File: config.mk
export PLATFORM = sky130hd
export DESIGN_NAME = imm_rot_encoder
export DESIGN_NICKNAME = d
export VERILOG_FILES = /design/src/rtl/imm_enc_pkg.sv /design/src/rtl/imm_rot_lane.sv /design/src/rtl/imm_rot_encoder.sv
export SDC_FILE = /design/constraint.sdc
export NUM_CORES = 1
export LEC_CHECK = 0
export BUFFER_PORTS_ARGS = -buffer_cell sky130_fd_sc_hd__buf_2
export CAP_MARGIN = 10
export CORE_ASPECT_RATIO = 0.5
export CORE_MARGIN = 2
export CORE_UTILIZATION = 45
export DETAILED_ROUTE_END_ITERATION = 7
export PLACE_DENSITY = 0.65
export SETUP_SLACK_MARGIN = 0.15
export SYNTH_ARGS = -nofsm -noshare
export SYNTH_HDL_FRONTEND = slang
export SYNTH_SLANG_ARGS = --single-unit
File: constraint.sdc
create_clock -name clk -period 3.58 [get_ports clk]
set_clock_uncertainty 0.05 [all_clocks]
set_input_delay 0.179 -clock clk [delete_from_list [all_inputs] [get_ports clk]]
set_output_delay 0.179 -clock clk [all_outputs]
set_load 0.005 [all_outputs]
File: src/rtl/imm_enc_pkg.sv
// Shared types and helpers for the rotated-immediate encoder.
// A rotation step is two bit positions; rot_t holds the 4-bit rotate field.
package imm_enc_pkg;

   localparam int ROT_STEPS = 16;

   typedef logic [3:0] rot_t;

   typedef enum logic [1:0] {
      IDLE   = 2'd0,
      SEARCH = 2'd1,
      DONE   = 2'd2
   } state_t;

   // Rotate left by amt (0..31); the doubled word keeps the wrap free of special cases.
   function automatic logic [31:0] rol32(input logic [31:0] v, input logic [4:0] amt);
      logic [63:0] dbl;
      dbl = {v, v} << amt;
      return dbl[63:32];
   endfunction

endpackage

File: src/rtl/imm_rot_lane.sv
// One combinational rotation candidate.
// Undoes the shifter's ROR by 2*r and reports whether the result fits in 8 bits.
module imm_rot_lane
   import imm_enc_pkg::*;
(
   input  logic [31:0] value,
   input  rot_t        r,
   output logic        hit,
   output logic [7:0]  imm8
);

   logic [31:0] rotated_s;

   assign rotated_s = rol32(value, {r, 1'b0});
   assign hit       = (rotated_s[31:8] == 24'd0);
   assign imm8      = rotated_s[7:0];

endmodule

File: src/rtl/imm_rot_encoder.sv
// Finds the canonical (lowest rotation) imm8/rot form of a 32-bit constant,
// testing LANES rotations per cycle behind valid/ready handshakes.
module imm_rot_encoder
   import imm_enc_pkg::*;
#(
   parameter int LANES = 1
)
(
   input  logic        clk,
   input  logic        rst_n,
   input  logic        in_valid,
   output logic        in_ready,
   input  logic [31:0] value,
   output logic        out_valid,
   input  logic        out_ready,
   output logic        found,
   output logic [7:0]  imm8,
   output logic [3:0]  rot
);

   state_t      state_r;
   logic [31:0] value_r;
   rot_t        rot_cnt_r;
   logic        out_valid_r;
   logic        found_r;
   logic [7:0]  imm8_r;
   rot_t        rot_r;

   logic [LANES-1:0] hit_s;
   logic [7:0]       lane_imm8_s [LANES];
   rot_t             lane_r_s    [LANES];
   logic             any_hit_s;
   logic [7:0]       sel_imm8_s;
   rot_t             sel_rot_s;
   logic             last_group_s;

   for (genvar i = 0; i < LANES; i++) begin : g_lane
      assign lane_r_s[i] = rot_cnt_r + rot_t'(i);

      imm_rot_lane u_lane (
         .value (value_r),
         .r     (lane_r_s[i]),
         .hit   (hit_s[i]),
         .imm8  (lane_imm8_s[i])
      );
   end

   // Lowest-index hit wins: walk from the top so lower lanes overwrite higher ones.
   always_comb begin
      any_hit_s  = 1'b0;
      sel_imm8_s = 8'd0;
      sel_rot_s  = 4'd0;
      for (int i = LANES - 1; i >= 0; i--) begin
         any_hit_s  = any_hit_s | hit_s[i];
         sel_imm8_s = hit_s[i] ? lane_imm8_s[i] : sel_imm8_s;
         sel_rot_s  = hit_s[i] ? lane_r_s[i]    : sel_rot_s;
      end
   end

   assign last_group_s = (({1'b0, rot_cnt_r} + 5'(LANES)) == 5'(ROT_STEPS));
   assign in_ready     = (state_r == IDLE);

   // Control FSM and result registers; results hold in DONE until taken.
   always_ff @(posedge clk or negedge rst_n) begin
      if (!rst_n) begin
         state_r     <= IDLE;
         value_r     <= 32'd0;
         rot_cnt_r   <= 4'd0;
         out_valid_r <= 1'b0;
         found_r     <= 1'b0;
         imm8_r      <= 8'd0;
         rot_r       <= 4'd0;
      end else begin
         case (state_r)
            IDLE: begin
               if (in_valid) begin
                  value_r   <= value;
                  rot_cnt_r <= 4'd0;
                  state_r   <= SEARCH;
               end
            end
            SEARCH: begin
               if (any_hit_s) begin
                  found_r     <= 1'b1;
                  imm8_r      <= sel_imm8_s;
                  rot_r       <= sel_rot_s;
                  out_valid_r <= 1'b1;
                  state_r     <= DONE;
               end else if (last_group_s) begin
                  found_r     <= 1'b0;
                  imm8_r      <= 8'd0;
                  rot_r       <= 4'd0;
                  out_valid_r <= 1'b1;
                  state_r     <= DONE;
               end else begin
                  rot_cnt_r <= rot_cnt_r + 4'(LANES);
               end
            end
            DONE: begin
               if (out_ready) begin
                  out_valid_r <= 1'b0;
                  state_r     <= IDLE;
               end
            end
            default: begin
               out_valid_r <= 1'b0;
               state_r     <= IDLE;
            end
         endcase
      end
   end

   assign out_valid = out_valid_r;
   assign found     = found_r;
   assign imm8      = imm8_r;
   assign rot       = rot_r;

endmodule
# Word level (Yosys, flattened, before mapping)
# Cells that the tools add are included.
# op_classes
add_sub_neg,2
n_eq_ne,8
shift,1
n_mux,19
bitwise,1
reduce_logical,9
# op_table
operator,count
$shl A64 B5 Y64,1
$logic_not A24 Y1,1
$mux W4,5
$mux W8,2
$mux W2,4
$ne A2 B2 Y1 const B,4
$pmux W4 S2,1
$pmux W2 S3,1
$reduce_and A3 Y1,2
$add A4 B1 Y5 const B,1
$eq A5 B5 Y1 const B,1
$mux W1,5
$add A4 B1 Y4 const B,1
$reduce_and A2 Y1,2
$reduce_and A4 Y1,1
$reduce_bool A2 Y1,2
$ne A3 B3 Y1 const B,1
$pmux W1 S3,1
$eq A2 B1 Y1 const B,1
$eq A2 B2 Y1 const B,1
$logic_not A2 Y1,1
$not A1 Y1,1
# totals
ff_bits,52
out_inout_bits,15
word_cells,47

# Depth between registers and ports, before layout
# logic_depth
word_depth,5
ltp_mapped,11
mapped_depth_nobuf,8

# Cells and area by module
# A second synthesis with hierarchy kept.
# hier_totals
cells_unflattened,335
area_unflattened_um2,3686.0
# modules_own_cells
module,instances,cells_each,area_per_inst_um2
imm_rot_encoder,1,149,2248.4
imm_rot_lane,1,186,1437.6

# Worst setup path after synthesis
# OpenSTA, ideal clock, no wires.
# synth_path
path_type,register to register
from,register rot_cnt_r[0]
to,"register rot_r[2], in the netlist rot[2]"
setup_time_ns,0.121
arrival_time_ns,2.579
t_required_ns,3.409
setup_slack_ns,0.830
path_stages_with_launch,9
n_path_buf,1
period_less_slack_ns,2.750
path_cell_list,dfrtp_1 mux4_2 a2111oi_2 nor2_1 or3_4 a221oi_4 o21ai_2 buf_6 a22o_1
# synth_between
elab_chain_len,4
word_cells_on_any_way,7
classes_between,1 x add/sub; 1 x eq/ne; 1 x shift; 1 x mux; 3 x reduce/logical
# synth_rtl
item,line_no,source
"start, declared",imm_rot_encoder.sv:23,rot_t rot_cnt_r;
"start signal, assigned",imm_rot_encoder.sv:96,rot_cnt_r <= rot_cnt_r + 4'(LANES);
$shl A64 B5 Y64 / $add A4 B1 Y5 (equally long branches),"imm_enc_pkg.sv:18, imm_rot_encoder.sv:60",
$logic_not A24 Y1 / $eq A5 B5 Y1 (equally long branches),"imm_rot_lane.sv:15, imm_rot_encoder.sv:60",
$reduce_bool A2 Y1 (no line),-,
$reduce_and A2 Y1 (no line),-,
"end signal, assigned",imm_rot_encoder.sv:86,rot_r <= sel_rot_s;
"end, declared",imm_rot_encoder.sv:27,rot_t rot_r;
# Parallel ways exist; a longest one is shown, timed or not.
# A chain may end at the register's enable or synchronous reset.

# Worst setup path in the final report
# layout_path
from,register rot_cnt_r[1]
to,"register imm8_r[7], in the netlist imm8[7]"
# layout_between
elab_chain_len,4
word_cells_on_any_way,7
classes_between,1 x add/sub; 1 x eq/ne; 1 x shift; 1 x mux; 3 x reduce/logical
# layout_rtl
item,line_no,source
$shl A64 B5 Y64 / $add A4 B1 Y5 (equally long branches),"imm_enc_pkg.sv:18, imm_rot_encoder.sv:60",
$logic_not A24 Y1 / $eq A5 B5 Y1 (equally long branches),"imm_rot_lane.sv:15, imm_rot_encoder.sv:60",
$reduce_bool A2 Y1 (no line),-,
$reduce_and A2 Y1 (no line),-,
"end signal, assigned",imm_rot_encoder.sv:85,imm8_r <= sel_imm8_s;
"end, declared",imm_rot_encoder.sv:26,logic [7:0] imm8_r;
# Parallel ways exist; a longest one is shown, timed or not.

==> run metrics <==
R2R Path End=imm8[7]; crit path launch type=register; vias per cell=5.965; final worst-path cycle share=0.8857; critical path required time=approximately 3.7 ns; Clock Pin Slew Worst Setup and Hold Paths=0.07 ns; Core ar.=between 7000 and 8000 um^2; DIE HEIGHT=between 60 and 70 um; Worst IR Drop VDD=0.0003580 V; share of post-route cells with drive strength above 1=0.2542; Synth cell types=between 50 and 60; status=completed; Post-Syn Area=3495 um^2; area occupied by multi-input gates=between 2000 and 2500 um^2; wire length per cell=around 19 um; clk buf depth=2; Slew headroom=0.5437; Pleak=slightly below 2 nW; die width=between 100 and 150 um; pre-CTS WS=0.2980 ns; grt total ovfl=0; list of most frequent post-synthesis cells=120 x nand2_1, 52 x dfrtp_1, 23 x mux4_2; worst skew pair latency=~0.29 ns; hold-critical path depth=3; DRC=0; crit path kind=register to register; clock sinks=between 50 and 60; Gate Count Post-Synth=371; Syn Area/Cell=9.419 um^2; synth top area cells=dfrtp_1 37%, mux4_2 15%, nand2_1 13%; Tightest Hold Check Type=primary input to register; most common cell in the netlist=nand2_1; Slew Viols, Final=0; root buf cell=clkbuf_16; design area=~4100 um^2; largest net degree at the start of global routing=53; PortBufs=50; crit path capture type=register; dpl cell area=between 3000 and 4000 um^2; H-tree lvl count=2; RD Place Congestion=~0.96; vias in the first global route=2891; Peak Freq=about 320 MHz; Final #Nets=around 450; Worst Path Max Fanout=24; final worst slack=0.4092 ns; WL final=9636 um; Register-to-Register Setup Slack=just over 0.4 ns; 1st-pass router iterations=5; Synth Register Bits=52; Post-DP HPWL=7207 um; CTS tree=yes; die area=8530 um^2; Synth area leader=dfrtp_1; Final Setup Violations=0; MaxCap Viol Count=0; final cell count without fillers=about 510; total number of vias=between 3k and 4k; Area Overhead vs Synth=16.18%; fin crit period=3.171 ns; initial antenna violation count=0; Worst Hold Endpoint=value_r[12]; end-of-flow core utilization=0.5463; register area share after synthesis=0.3724; final setup TNS=0 ns; RSZ-0062 raised after global routing=false; Syn. warnings=0; Inst Count DP=approximately 500; worst slew pin tran=roughly 0.68 ns; first-pass GRT wire length=roughly 16000 um; Num CTS Buffers=5; Async SR Flop Fraction=1.000; initial core utilization=0.4702; FF-to-FF Start=rot_cnt_r[1]; Synthesized Nets=around 410; DR iter-0 viols=between 200 and 300; number of flops mapped to enable cells by yosys=0; area share of the largest cell type after synthesis=0.3724; Top FF cell, synth=dfrtp_1; GRT Util Overall=0.2464; Ant. Diodes=0; top-level port count=51; Critical Path AT=between 3 and 4 ns; HP Start=value[12]; FILL cells=~660; Post-CTS Setup Inserts=0; FF-to-FF path depth=9; pwr dens=1030 nW/um^2; std cell rows=22; register area=between 1000 and 1500 um^2; Post-DRT Antenna Nets=0; final hold violations=0
how the worst max path moves through the flow:
stage | start | endpoint | slack [ns] | cells past startpoint
6_report | rot_cnt_r[1] | imm8[7] | 0.41 | 9
5_1_grt | rot_cnt_r[1] | rot[3] | 0.17 | 9
4_1_cts | rot_cnt_r[1] | imm8[5] | 0.26 | 9
3_5_place_dp | rot_cnt_r[1] | imm8[5] | 0.30 | 9
3_3_place_gp | rot_cnt_r[1] | rot[3] | 0.40 | 9
2_1_floorplan | rot_cnt_r[0] | rot[2] | 0.83 | 8
registers in the layout (all words and copies together) (netlist names):
name,flops
found,1
imm8,8
value_r,32
rot_cnt_r,4
out_valid,1
state_r,2
rot,4
area by class of cell:
type                       count  share of cell area
clock buffer                   5             0.03082
tap                           96             0.02958
multi-input combinational    290              0.5005
clock inverter                 3             0.01048
inverter                       4            0.003698
timing repair buffer          63              0.1035
sequential                    52              0.3214
metal layers:
metal	global-route usage	wire [um]
met3	0.05502	804
met1	0.3801	4831
met2	0.3537	3887
met4	0.04620	112
met5	0	0
cells in the final DEF, fill, tap and decap left out, types with 2 or more instances in the layout:
master	synthesis	routed
inv_2	2	2
nand3_1	3	3
a21oi_1	10	10
a211oi_1	8	8
o21ai_0	5	5
or3_1	3	3
and3_1	2	2
buf_4	3	7
clkbuf_16	0	5
a22o_1	12	12
nor3_1	17	17
nor2b_1	5	5
mux2_1	2	2
inv_1	2	2
o32ai_1	3	3
buf_12	0	4
nand2_1	120	120
buf_2	4	50
mux4_2	23	23
a31oi_1	3	3
mux2i_1	21	21
nor2_1	22	22
mux2_2	2	2
a2111oi_2	1	2
o31ai_1	2	2
dfrtp_1	52	51
per-stage QoR:
step	hold WS [ns]	power [mW]
after CTS	0.02047	4.106
after floorplan	-0.1666	2.863
after detailed placement	0.3219	3.559
after global routing	0.02536	4.473
final	0.02173	4.182
after global placement	0.3181	3.550
critical path: stages, from the launching register on:
cell and delay [ns]:
dfrtp_4 0.58, buf_12 0.22, mux2i_1 0.23, mux2i_1 0.17, a2111oi_2 0.36, nor2_1 0.10, or3_1 0.37, a221oi_4 0.40
o21ai_2 0.25, a22o_1 0.30
what timing repair did:
item	in CTS	in global routing
endpoints found under the setup margin	0	19
hold buffers	0	1
hold endpoints to repair	0	19
gates resized for setup	0	2
where the power goes:
group | leakage, nW | internal [mW] | total [mW] | switching (mW)
Combinational | 1.20 | 1.13 | 2.40 | 1.27
Sequential | 0.663 | 0.799 | 1.24 | 0.444
Clock | 0.0798 | 0.328 | 0.540 | 0.211
cell families (layout without fill, tap and decap cells):
family          count (synthesis)  count (layout)  share of synthesized area
fa+ha+maj                       1               1                   0.003580
mux                            48              48                     0.2213
buf+inv                        29              75                    0.04762
flops                          52              52                     0.3724
simple gates                  182             182                     0.2209
compound gates                 59              59                     0.1343
(Power assumes the default switching activity.)
